<file path="config.mk">
export PLATFORM = sky130hd
export DESIGN_NAME = regfile_writeback_queue
export DESIGN_NICKNAME = d
export VERILOG_FILES = /design/src/rtl/regfile_writeback_queue.sv
export SDC_FILE = /design/constraint.sdc
export NUM_CORES = 1
export LEC_CHECK = 0
export BUFFER_PORTS_ARGS = -buffer_cell sky130_fd_sc_hd__buf_2
export CELL_PAD_IN_SITES_DETAIL_PLACEMENT = 0
export CELL_PAD_IN_SITES_GLOBAL_PLACEMENT = 1
export CORE_UTILIZATION = 51
export DETAILED_ROUTE_END_ITERATION = 8
export PLACE_DENSITY_LB_ADDON = 0.08
export SLEW_MARGIN = 20
export SYNTH_ARGS = -nofsm -noshare
export SYNTH_HDL_FRONTEND = slang
export SYNTH_SLANG_ARGS = --single-unit
</file>
<file path="constraint.sdc">
create_clock -name clk -period 5.02 [get_ports clk]
set_clock_uncertainty 0.1 [all_clocks]
set_input_delay 1.004 -clock clk [delete_from_list [all_inputs] [get_ports clk]]
set_output_delay 1.004 -clock clk [all_outputs]
set_load 0.005 [all_outputs]
</file>
<file path="src/rtl/regfile_writeback_queue.sv">
// Writeback queue: merges ALU and load writebacks into the register file's single write port.
// Optional WB_FORWARD_EN adds youngest-match data forwarding on the hazard-check outputs.
module regfile_writeback_queue #(
  parameter int DATA_W     = 32,
  parameter int ADDR_W     = 5,
  parameter int FIFO_DEPTH = 4
) (
  input  logic                          clk,
  input  logic                          reset,
  input  logic                          alu_wb_valid,
  output logic                          alu_wb_ready,
  input  logic [ADDR_W-1:0]             alu_wb_addr,
  input  logic [DATA_W-1:0]             alu_wb_data,
  input  logic                          mem_wb_valid,
  output logic                          mem_wb_ready,
  input  logic [ADDR_W-1:0]             mem_wb_addr,
  input  logic [DATA_W-1:0]             mem_wb_data,
  output logic                          reg_write_en,
  output logic [ADDR_W-1:0]             reg_write_addr,
  output logic [DATA_W-1:0]             reg_write_data,
  input  logic [ADDR_W-1:0]             chk_addr_1,
  input  logic [ADDR_W-1:0]             chk_addr_2,
  output logic                          chk_busy_1,
  output logic                          chk_busy_2,
  output logic [$clog2(FIFO_DEPTH):0]   fifo_count
`ifdef WB_FORWARD_EN
  ,
  output logic [DATA_W-1:0]             chk_fwd_data_1,
  output logic [DATA_W-1:0]             chk_fwd_data_2
`endif
);

  localparam int PTR_W = $clog2(FIFO_DEPTH);
  localparam int CNT_W = PTR_W + 1;

  logic [ADDR_W-1:0] addr_mem [FIFO_DEPTH];
  logic [DATA_W-1:0] data_mem [FIFO_DEPTH];
  logic [PTR_W-1:0]  rd_ptr, wr_ptr;
  logic [CNT_W-1:0]  count;

  logic              not_full, push_fire, push, pop;
  logic [ADDR_W-1:0] push_addr;
  logic [DATA_W-1:0] push_data;

  assign not_full     = count < CNT_W'(FIFO_DEPTH);
  assign mem_wb_ready = not_full;
  assign alu_wb_ready = not_full & ~mem_wb_valid;
  assign push_fire    = (mem_wb_valid & mem_wb_ready) | (alu_wb_valid & alu_wb_ready);
  assign push_addr    = mem_wb_valid ? mem_wb_addr : alu_wb_addr;
  assign push_data    = mem_wb_valid ? mem_wb_data : alu_wb_data;
  // x0 writes finish the handshake but are dropped here
  assign push         = push_fire && (push_addr != '0);
  assign pop          = count != '0;
  assign fifo_count   = count;

  always_ff @(posedge clk) begin
    if (reset) begin
      count          <= '0;
      rd_ptr         <= '0;
      wr_ptr         <= '0;
      reg_write_en   <= 1'b0;
      reg_write_addr <= '0;
      reg_write_data <= '0;
    end else begin
      if (push) begin
        addr_mem[wr_ptr] <= push_addr;
        data_mem[wr_ptr] <= push_data;
        wr_ptr           <= wr_ptr + 1'b1;
      end
      if (pop) begin
        reg_write_addr <= addr_mem[rd_ptr];
        reg_write_data <= data_mem[rd_ptr];
        rd_ptr         <= rd_ptr + 1'b1;
      end
      reg_write_en <= pop;
      case ({push, pop})
        2'b10:   count <= count + 1'b1;
        2'b01:   count <= count - 1'b1;
        default: count <= count;
      endcase
    end
  end

  logic [ADDR_W-1:0] chk_addr [2];
  logic              busy     [2];
  assign chk_addr[0] = chk_addr_1;
  assign chk_addr[1] = chk_addr_2;
  assign chk_busy_1  = busy[0];
  assign chk_busy_2  = busy[1];

`ifdef WB_FORWARD_EN
  logic [DATA_W-1:0] fwd [2];
  assign chk_fwd_data_1 = fwd[0];
  assign chk_fwd_data_2 = fwd[1];
`endif

  // Scan oldest to youngest so the last hit left standing is the youngest match
  always_comb begin
    for (int c = 0; c < 2; c++) begin
      busy[c] = 1'b0;
`ifdef WB_FORWARD_EN
      fwd[c]  = '0;
`endif
      if (reg_write_en && reg_write_addr == chk_addr[c]) begin
        busy[c] = 1'b1;
`ifdef WB_FORWARD_EN
        fwd[c]  = reg_write_data;
`endif
      end
      for (int k = 0; k < FIFO_DEPTH; k++) begin
        if (CNT_W'(k) < count && addr_mem[rd_ptr + PTR_W'(k)] == chk_addr[c]) begin
          busy[c] = 1'b1;
`ifdef WB_FORWARD_EN
          fwd[c]  = data_mem[rd_ptr + PTR_W'(k)];
`endif
        end
      end
      if (chk_addr[c] == '0) begin
        busy[c] = 1'b0;
`ifdef WB_FORWARD_EN
        fwd[c]  = '0;
`endif
      end
    end
  end

endmodule

</file>
==> impl_summary.md, run 1 <==
Pwr
Summed over all nets, the switching power comes to 1.72 mW. The clock group share of total power is 0.228. The analysis attributes to cell leakage a power of 3.61 nW. The maximum resistive drop on vdd is 0.000262 V. The logic gate share of total power is 0.330. Of the total power, registers draw 0.443. The internal power summed over all cells is 3.62 mW.

Of the total power, the share spent switching nets is 0.322. Dividing total power by cell area gives a power density of 533 nW/um2. The design draws 5.34 mW.

Route
For this block, the routed nets add up to 17700 um of wire. Using the TritonRoute via totals, the vias-per-cell ratio works out to 5.49. The post-route DRC violation count is 0.

In this run, the number of DRC markers left after iteration 0 of detailed routing was 234. Summing over every cut layer, the via total after detailed routing is 5086. The final antenna-violating net count is 0. The first TritonRoute pass finished after 4 iterations.

After detailed routing, the average wire length per cell comes to 19.0 um.

Layout
The synthesis-to-finish area growth is 15.9%. The top cell types in the final layout, fill and taps aside, are edfxtp_1 (148), buf_2 (132), nand2_1 (76). Once layout is complete, the utilization of the core stands at 0.605. 0 antenna diodes ended up in the layout.

The count of fill cells added during filler insertion is 1303. The fraction of layout instances using a drive strength above 1 is 0.364. The most common cell after layout, fill and taps aside is edfxtp_1. The number of nets in the finished design is 792.

Clocking
In this run, CTS created clock tree buffers numbering 17. The number of H-tree branching levels is 4. TritonCTS built the clock tree. The post-cts gate resize count is 0.

The insertion delay to the later sink of the worst-skew pair is 420 ps. For this design, the sink count on the clock tree is 195. The clock passes through at most 2 buffers.

The cell at the root of the clock tree is clkbuf_16. The count of hold-fix buffers inserted at cts is 0. The clock transition at the registers of the reported paths is 60 ps. The post-CTS setup-driven buffer insertion count is 0.

STA
The number of hold-slack violations in the final timing report is 0. Headroom to the max-slew limit came out at 0.290. Setup violations remaining at the end of the flow were counted as 0. Derived from the worst setup path, the maximum achievable clock frequency is 0.241 GHz.

The smallest clock period supported by the final layout is computed as 4150 ps. For the pin with the worst max-slew slack, the measured transition is 1060 ps. The share of the cycle needed by the critical path after routing is 0.826.

Setup repair after global routing left no endpoint under its margin. The final max-slew violation count is 0. The post-route worst setup slack is 873 ps.

After routing, the total negative slack on setup checks comes to 0 ps.

Yosys
The number of distinct library cell variants in the gate-level netlist after synthesis is 34. The area of the mapped netlist is 8660 um2. Averaged over all synthesized cells, the footprint is 15.1 um2.

The count of mapped cells out of synthesis is 574. The sequential cell area fraction in the yosys report is 0.622. For this run, the number of Yosys warnings is 0. The number of enable flip-flop cells after synthesis is 148. Counting flops and latches in the post-synthesis netlist gives 195. Counting flops with an async set or reset pin after synthesis yields a share of 0. The predominant post-synthesis flop cell is edfxtp_1. The total nets after synthesis is 671.

Global routing
The most congested layer reported by global routing is met2. After global routing the overflow that remains totals 0. The global routing met2 resource utilization is 0.358.

The first-pass GRT wire length is 27900 um. The met3 track demand over resource in global routing is 0.0427. The largest net degree at the start of global routing is 48.

The via count of the first global-routing pass is 5184. The initial antenna violation count is 0. In the global route stage, met1 resource usage came out at 0.273. In the global route stage, overall resource usage came out at 0.213.

Setup path
The maximum fanout along the worst path is 28. The critical path required time is 3920 ps. Tracing the worst setup path back leads to its startpoint at rd_ptr[1]$_SDFFE_PP0N_.

The type of the worst setup path is reg2out. The startpoint of the most critical register-to-register path is fifo_count[1]$_SDFFE_PP0P_. STA classifies the critical path endpoint as an output port.

The worst endpoint data arrival time is 3040 ps. The worst setup path is launched from a flop.

Die
The region available for standard cell placement spans 16600 um2. The floorplan step set the die width to 132 um. The number of placed I/O pins is 133. The die covers 17500 um2.

The floorplan has 47 rows. The height of the die is 132 um. The initial core utilization is 0.522.

Placement
The HPWL after detailed placement is 11900 um. The worst slack after detailed placement is 860 ps. Routability-driven placement finished with a final weighted congestion of 0.944.

The count of buffers inserted at the top-level ports is 132.

Flow run
Max-cap violations in this run came to 0.

Min path
The worst hold-check path type is reg2reg. The startpoint identified for the worst hold timing path is reg_write_data[10]$_SDFFE_PP0N_.

Status
The run finished with clean final reports.
## logic make-up (layout without fill, tap and decap cells)
| group | count (synthesis) | in the layout | share of synthesized area |
|---|---|---|---|
| adders and majority gates | 9 | 9 | 0.0130 |
| and+or+nand+nor | 120 | 120 | 0.0593 |
| AOI/OAI and AO/OA | 52 | 52 | 0.0337 |
| muxes | 95 | 95 | 0.191 |
| buffers and inverters | 47 | 180 | 0.0243 |
| DFF | 195 | 195 | 0.622 |
| xor gates and xnor gates | 56 | 56 | 0.0567 |
## synthesized netlist by cell type, types with 3 or more instances
master | number | area, um2
nor4_1 | 3 | 18.8
xnor2_1 | 30 | 263
mux2i_1 | 7 | 70.1
buf_6 | 3 | 33.8
clkbuf_1 | 20 | 75.1
mux4_1 | 5 | 131
nor3_1 | 7 | 35.0
and2_1 | 4 | 25.0
ha_1 | 9 | 113
xor2_1 | 26 | 228
mux4_2 | 46 | 1040
buf_1 | 11 | 41.3
nand4_1 | 6 | 37.5
dfxtp_1 | 47 | 941
nor2_1 | 17 | 63.8
edfxtp_1 | 148 | 4440
buf_2 | 6 | 30.0
a21oi_1 | 42 | 210
inv_1 | 6 | 22.5
mux2_2 | 37 | 417
nand2_1 | 76 | 285
## critical path, stage by stage, from the launching register on
cell,delay [ps]
dfxtp_2,850
buf_4,490
mux4_2,430
xnor2_1,160
nand4_1,110
nor3_1,210
a311oi_1,90
a21oi_1,160
buf_2,120
## flip-flops by register name (all words and copies together) (netlist names), named ones only
signal,count
addr_mem,20
data_mem,128
fifo_count,3
rd_ptr,2
reg_write_addr,5
reg_write_data,32
reg_write_en,1
wr_ptr,2
## per-layer routing
layer  part of all wire  wire length (um)
met5                  0                 0
met4              0.016               282
met3              0.053               930
met2               0.51              8940
met1               0.43              7510
## metrics by stage
step / hold slack, ps / cell area, um2 / std cells
CTS: 350 / 10000 / 927
global route: 369 / 10000 / 927
finish: 347 / 10000 / 927
floorplan: 348 / 8660 / 574
detailed placement: 341 / 9510 / 896
global placement: 336 / 9510 / 896
## final timing paths
path	end	slack (ps)	depth (start not counted)
max	chk_busy_2	870	8
min	reg_write_data[10]$_SDFFE_PP0N_	350	2
max reg2reg	fifo_count[2]$_SDFFE_PP0P_	2110	7
min reg2reg	reg_write_data[10]$_SDFFE_PP0N_	350	2
## power by group through the flow
stage | clock [mW] | combinational [mW] | sequential [mW]
floorplan | 0 | 1.39 | 2.25
global placement | 0 | 1.77 | 2.39
detailed placement | 0 | 1.78 | 2.41
CTS | 1.24 | 1.79 | 2.37
global route | 1.31 | 1.93 | 2.42
finish | 1.22 | 1.76 | 2.37
## cell type report
type | instances | area, um2 | area share
Timing Repair Buffer | 143 | 743 | 0.0741
Sequential cell | 195 | 5390 | 0.537
Clock buffer | 22 | 444 | 0.0443
Clock inverter | 9 | 80.1 | 0.00798
Multi-Input combinational cell | 332 | 3070 | 0.307
Inverter | 6 | 22.5 | 0.00225
Tap cell | 220 | 275 | 0.0274
Note: power is estimated with default switching activity, not from simulation.
==> inputs of run 2 (changes only) <==
CORE_UTILIZATION = 43   (was 51)
clock period = 3.35 ns   (was 5.02 ns; I/O delays follow)
==> impl_summary.md, run 2 (synthesis gave the netlist of run 1 again) <==
STA
The post-route worst setup slack is 114 ps (was 873 ps). The share of the cycle needed by the critical path after routing is 0.966. Based on the critical path, the design can be clocked at up to 0.309 GHz. The setup violation total in the final timing report is 0 (unchanged). The transition time at the pin with the least slew margin was 626 ps (was 1060 ps). The worst hold slack was 348 ps (was 347 ps). The aggregate negative setup slack is 0 ps (unchanged). The number of hold-slack violations in the final timing report is 0 (unchanged). The relative max-transition margin is 0.582 (was 0.290). The final max-slew violation count was 0 (unchanged). The final critical delay including setup and external delays is 3240 ps.

Route
The final antenna-violating net count is 0 (unchanged). The post-detailed-route wirelength per cell was 18.7 um (was 19.0 um). The number of detailed-route iterations in the first pass is 4 (unchanged). The number of violations reported at the end of detailed-routing iteration 0 is 274 (was 234). The sum of routed wire length over all layers is 18500 um (was 17700 um). The routed via count came to 5098 (was 5086). The average via count per standard cell is 5.16 (was 5.49). The post-route DRC violation count is 0 (unchanged).

Die
The core area is 19600 um2 (was 16600 um2). The full die area is 20700 um2 (was 17500 um2). The height of the die was 144 um (was 132 um). The initial core utilization came to 0.442 (was 0.522). The die boundary width came to 144 um (was 132 um). The number of core rows is 51 (was 47).

The number of placed I/O pins is 133 (unchanged).

Min path
The worst hold-check path type is reg2reg (unchanged).

Placement
The count of buffers inserted at the top-level ports is 132 (unchanged). The cell area after placement is 9600 um2 (was 9510 um2). The placed wire-length estimate is 12300 um (was 11900 um).

The worst slack after detailed placement came to 360 ps (was 860 ps). The routability-driven placement congestion ratio is 0.847 (was 0.944).

Clocking
The number of H-tree branching levels is 4 (unchanged). The TritonCTS clock tree is yes (unchanged). The count of hold-fix buffers inserted at cts is 0 (unchanged). The buffer levels on the longest clock path is 2 (unchanged). The number of sinks driven by the clock tree is 195 (unchanged). The insertion delay to the later sink of the worst-skew pair is 430 ps (was 420 ps).

The cell at the root of the clock tree is clkbuf_16 (unchanged). The clock transition at the registers of the reported paths is 70 ps (was 60 ps). The clock buffer count from CTS is 17 (unchanged).

Layout
The number of nets in the finished design came to 807 (was 792). The fraction of layout instances using a drive strength above 1 is 0.407 (was 0.364). The antenna diode count is 0 (unchanged). The register with the most flip-flops is data_mem (unchanged). Commonest non-fill, non-tap cells in the layout: edfxtp_1 (148), buf_2 (132), nand2_1 (76) (unchanged). The total non-filler cell area in the finished layout is 10300 um2 (was 10000 um2). The synthesis-to-finish area growth is 19.0% (was 15.9%). The number of flip-flops in the largest register is 128 (unchanged). Registers with the most flip-flops: data_mem: 128 flops, reg_write_data: 32 flops, addr_mem: 20 flops (unchanged).

The final core area utilization came to 0.526 (was 0.605). The most common cell after layout, fill and taps aside is edfxtp_1 (unchanged). The combined area of the multi-input logic cells is 3120 um2 (was 3070 um2).

The register area was 5400 um2 (was 5390 um2). The count of fill cells added during filler insertion is 1712 (was 1303).

Setup path
The worst endpoint data arrival time is 2470 ps (was 3040 ps). Worst path cell trace: buf_4, mux4_2, xnor2_1, nand4_1, nor3_2, a311oi_1, a21oi_1, buf_2 (was buf_4, mux4_2, xnor2_1, nand4_1, nor3_1, a311oi_1, a21oi_1, buf_2). The critical path required time is 2580 ps (was 3920 ps). The critical path's largest stage delay came to 540 ps (was 850 ps).

The slowest stage cell on the critical path was mux4_2 (was dfxtp_2). The maximum fanout along the worst path is 11 (was 28). The type of the worst setup path is reg2out (unchanged).

The startpoint type of the worst setup path is a flop (unchanged). The critical path capture point type is an output port (unchanged).

Global routing
The first-pass GRT wire length is 28600 um (was 27900 um). The largest net degree at the start of global routing is 47 (was 48). The global routing usage summed across all routing layers is 0.190 (was 0.213). The residual overflow from global routing was 0 (unchanged). The initial antenna violation count is 0 (unchanged).

The via count of the first global-routing pass is 5264 (was 5184).

Status
Outcome: complete, no violations (unchanged).

Pwr
The maximum resistive drop on vdd was 0.000349 V (was 0.000262 V). The leakage power came to 3.71 nW (was 3.61 nW). The total power density per cell area is 806 nW/um2 (was 533 nW/um2).

Flow run
The number of max-capacitance violations reported was 0 (unchanged).
[run 2: final timing paths]
check / startpoint / endpoint / slack (ps) / depth (start not counted)
worst max-delay path: rd_ptr[0]$_SDFFE_PP0N_ / chk_busy_1 / 110 / 8
worst min-delay path: reg_write_data[8]$_SDFFE_PP0N_ / reg_write_data[8]$_SDFFE_PP0N_ / 350 / 2
worst max register to register: fifo_count[0]$_SDFFE_PP0P_ / rd_ptr[1]$_SDFFE_PP0N_ / 1030 / 8
worst min register to register: reg_write_data[8]$_SDFFE_PP0N_ / reg_write_data[8]$_SDFFE_PP0N_ / 350 / 2
[run 2: worst max-delay path: cells and delay by family, from the launching register on]
| kind | cells | cell delay [ps] |
|---|---|---|
| muxes | 1 | 540 |
| AOI/OAI and AO/OA | 2 | 440 |
| DFF | 1 | 440 |
| buffers and inverters | 2 | 280 |
| xor gates and xnor gates | 1 | 170 |
| and+or+nand+nor | 2 | 170 |
[run 2: routing by layer]
metal / track usage / vias to the layer above / routed length [um] / share of wire
li1: - / 2414 / - / -
met1: 0.243 / 2527 / 8210 / 0.44
met2: 0.328 / 138 / 9320 / 0.50
met3: 0.0393 / 19 / 701 / 0.038
met4: 0.0482 / 0 / 228 / 0.012
met5: 0 / - / 0 / 0
[run 2: what timing repair did]
item	in CTS	in global routing
endpoints found under the hold margin	0	0
pin swaps	0	1
endpoints found under the setup margin	2	2
resized for setup	2	22
buffers inserted	1	9
[run 2: final cells by class]
class,instances,area share
Sequential cell,195,0.524
Clock buffer,17,0.0413
Inverter,6,0.00219
Clock inverter,15,0.0120
Tap cell,265,0.0322
Timing Repair Buffer,158,0.0859
Multi-Input combinational cell,332,0.303
[run 2: metrics by stage]
step | power (mW) | std cells
6_report | 8.30 | 988
5_1_grt | 8.83 | 988
4_1_cts | 8.25 | 979
3_5_place_dp | 6.33 | 946
3_3_place_gp | 6.29 | 946
2_1_floorplan | 5.44 | 574
[run 2: where the power goes]
group	internal, mW	total, mW	switching (mW)
logic	1.43	2.98	1.55
clock network	0.973	1.90	0.926
registers	3.12	3.42	0.302
total	5.53	8.30	2.78
==> inputs of run 3 (changes only) <==
CORE_UTILIZATION = 40   (was 43)
==> impl_summary.md, run 3 (synthesis gave the netlist of run 1 again) <==
Route
The post-route DRC violation count is 0 (unchanged). The average via count per standard cell came to 5.19 (was 5.16). The routed via count is 5142 (was 5098). The number of detailed-route iterations in the first pass is 4 (unchanged). The sum of routed wire length over all layers is 18600 um (was 18500 um). The final antenna-violating net count is 0 (unchanged). The post-detailed-route wirelength per cell is 18.7 um (about the same). The number of violations reported at the end of detailed-routing iteration 0 was 231 (was 274).

Layout
The register with the most flip-flops is data_mem (unchanged). The antenna diode count is 0 (unchanged). Registers with the most flip-flops: data_mem: 128 flops, reg_write_data: 32 flops, addr_mem: 20 flops (unchanged).

The combined area of the multi-input logic cells is 3060 um2 (was 3120 um2). Commonest non-fill, non-tap cells in the layout: edfxtp_1 (148), buf_2 (132), nand2_1 (76) (unchanged). The total non-filler cell area in the finished layout is 10300 um2 (about the same).

The final cell count without fillers came to 991 (was 988). The number of flip-flops in the largest register is 128 (unchanged). The count of fill cells added during filler insertion is 1862 (was 1712). The number of nets in the finished design is 800 (was 807).

The final core area utilization was 0.487 (was 0.526). The fraction of layout instances using a drive strength above 1 is 0.385 (was 0.407). The synthesis-to-finish area growth came to 18.5% (was 19.0%). The most common cell after layout, fill and taps aside is edfxtp_1 (unchanged). The register area is 5390 um2 (was 5400 um2).

Clocking
The number of sinks driven by the clock tree is 195 (unchanged). The cell at the root of the clock tree is clkbuf_16 (unchanged). The buffer levels on the longest clock path was 2 (unchanged).

The count of hold-fix buffers inserted at cts was 0 (unchanged). The TritonCTS clock tree is yes (unchanged). The insertion delay to the later sink of the worst-skew pair is 420 ps (was 430 ps). The number of H-tree branching levels is 4 (unchanged).

The clock buffer count from CTS is 17 (unchanged). The clock transition at the registers of the reported paths is 70 ps (about the same).

Setup path
The startpoint type of the worst setup path is a flop (unchanged). The critical path capture point type was an output port (unchanged). The maximum fanout along the worst path is 16 (was 11). The type of the worst setup path is reg2out (unchanged). The critical path required time is 2580 ps (about the same).

The worst endpoint data arrival time came to 2400 ps (was 2470 ps).

STA
The setup violation total in the final timing report is 0 (unchanged). The final critical delay including setup and external delays is 3170 ps (was 3240 ps). The relative max-transition margin is 0.529 (was 0.582). The final max-slew violation count is 0 (unchanged). The number of hold-slack violations in the final timing report is 0 (unchanged). Setup repair after global routing left no endpoint under its margin. The peak clock frequency supported by timing was 0.315 GHz (was 0.309 GHz). The aggregate negative setup slack is 0 ps (unchanged).

The transition time at the pin with the least slew margin is 707 ps (was 626 ps). The share of the cycle needed by the critical path after routing is 0.947 (was 0.966).

Die
The number of core rows was 53 (was 51). The initial core utilization is 0.411 (was 0.442). The height of the die was 149 um (was 144 um). The core area is 21100 um2 (was 19600 um2).

The die boundary width is 149 um (was 144 um). The full die area is 22200 um2 (was 20700 um2). The number of placed I/O pins is 133 (unchanged).

Min path
The worst hold-check path type was reg2reg (unchanged).

Status
Outcome: complete, no violations (unchanged).

Global routing
The largest net degree at the start of global routing was 47 (unchanged). The most congested layer reported by global routing is met2 (unchanged). The global routing met2 resource utilization came to 0.307 (was 0.328). The global routing usage summed across all routing layers is 0.177 (was 0.190). The met3 track demand over resource in global routing is 0.0315 (was 0.0393). The met1 track utilization from global routing is 0.222 (was 0.243). The residual overflow from global routing is 0 (unchanged). The initial antenna violation count is 0 (unchanged). The first-pass GRT wire length is 29000 um (was 28600 um).

The via count of the first global-routing pass came to 5371 (was 5264).

Placement
The total placed cells including tap cells came to 955 (was 946). The cell area after placement is 9650 um2 (was 9600 um2). The routability-driven placement congestion ratio is 0.883 (was 0.847). The placed wire-length estimate is 12300 um (about the same). The count of buffers inserted at the top-level ports came to 132 (unchanged).

Pwr
The leakage power came to 3.68 nW (was 3.71 nW). The maximum resistive drop on vdd was 0.000355 V (was 0.000349 V). The total power density per cell area is 807 nW/um2 (was 806 nW/um2).

Flow run
The number of max-capacitance violations reported is 0 (unchanged).
## run 3: what timing repair did
| item | 4_1_cts | 5_1_grt |
|---|---|---|
| gates resized for setup | 2 | 4 |
| setup endpoints to repair | 2 | 2 |
| gates cloned | 0 | 0 |
| pin swaps | 0 | 1 |
| setup buffers | 0 | 5 |
## run 3: area by class of cell
type / count / share of cell area
Multi-Input combinational cell: 332 / 0.298
Clock buffer: 19 / 0.0432
Tap cell: 275 / 0.0335
Inverter: 6 / 0.00220
Timing Repair Buffer: 151 / 0.0844
Sequential cell: 195 / 0.526
Clock inverter: 13 / 0.0128
## run 3: path summary, 6_finish.rpt
path	startpoint	to	slack, ps	cells after the start
max	rd_ptr[1]$_SDFFE_PP0N_	chk_busy_2	180	8
min	reg_write_data[30]$_SDFFE_PP0N_	reg_write_data[30]$_SDFFE_PP0N_	350	2
max reg2reg	fifo_count[0]$_SDFFE_PP0P_	rd_ptr[1]$_SDFFE_PP0N_	1110	8
min reg2reg	reg_write_data[30]$_SDFFE_PP0N_	reg_write_data[30]$_SDFFE_PP0N_	350	2
## run 3: routing by layer
layer / share of wire / vias up
li1: - / 2405
met1: 0.44 / 2602
met2: 0.51 / 113
met3: 0.032 / 22
met4: 0.016 / 0
met5: 0 / -
## run 3: stage by stage
stage	setup slack (ps)	hold slack (ps)	power [mW]
after floorplan	405	348	5.44
after detailed placement	358	342	6.37
after CTS	5.08	352	8.35
final	176	348	8.28
after global placement	381	338	6.32
after global routing	31.9	375	8.78
## run 3: power breakdown
group	internal, mW	leakage, nW	switching (mW)
clock network	1.12	0.277	0.847
logic	1.38	1.67	1.53
registers	3.12	1.74	0.288
total	5.61	3.68	2.67
## run 3: worst max-delay path, cell delays in order, from the launching register on
cell      delay (ps)
dfxtp_4          430
buf_4            290
mux4_2           380
xnor2_1          190
nand4_1          120
nor3_1           190
a311oi_1          80
a21oi_1          180
buf_2            130
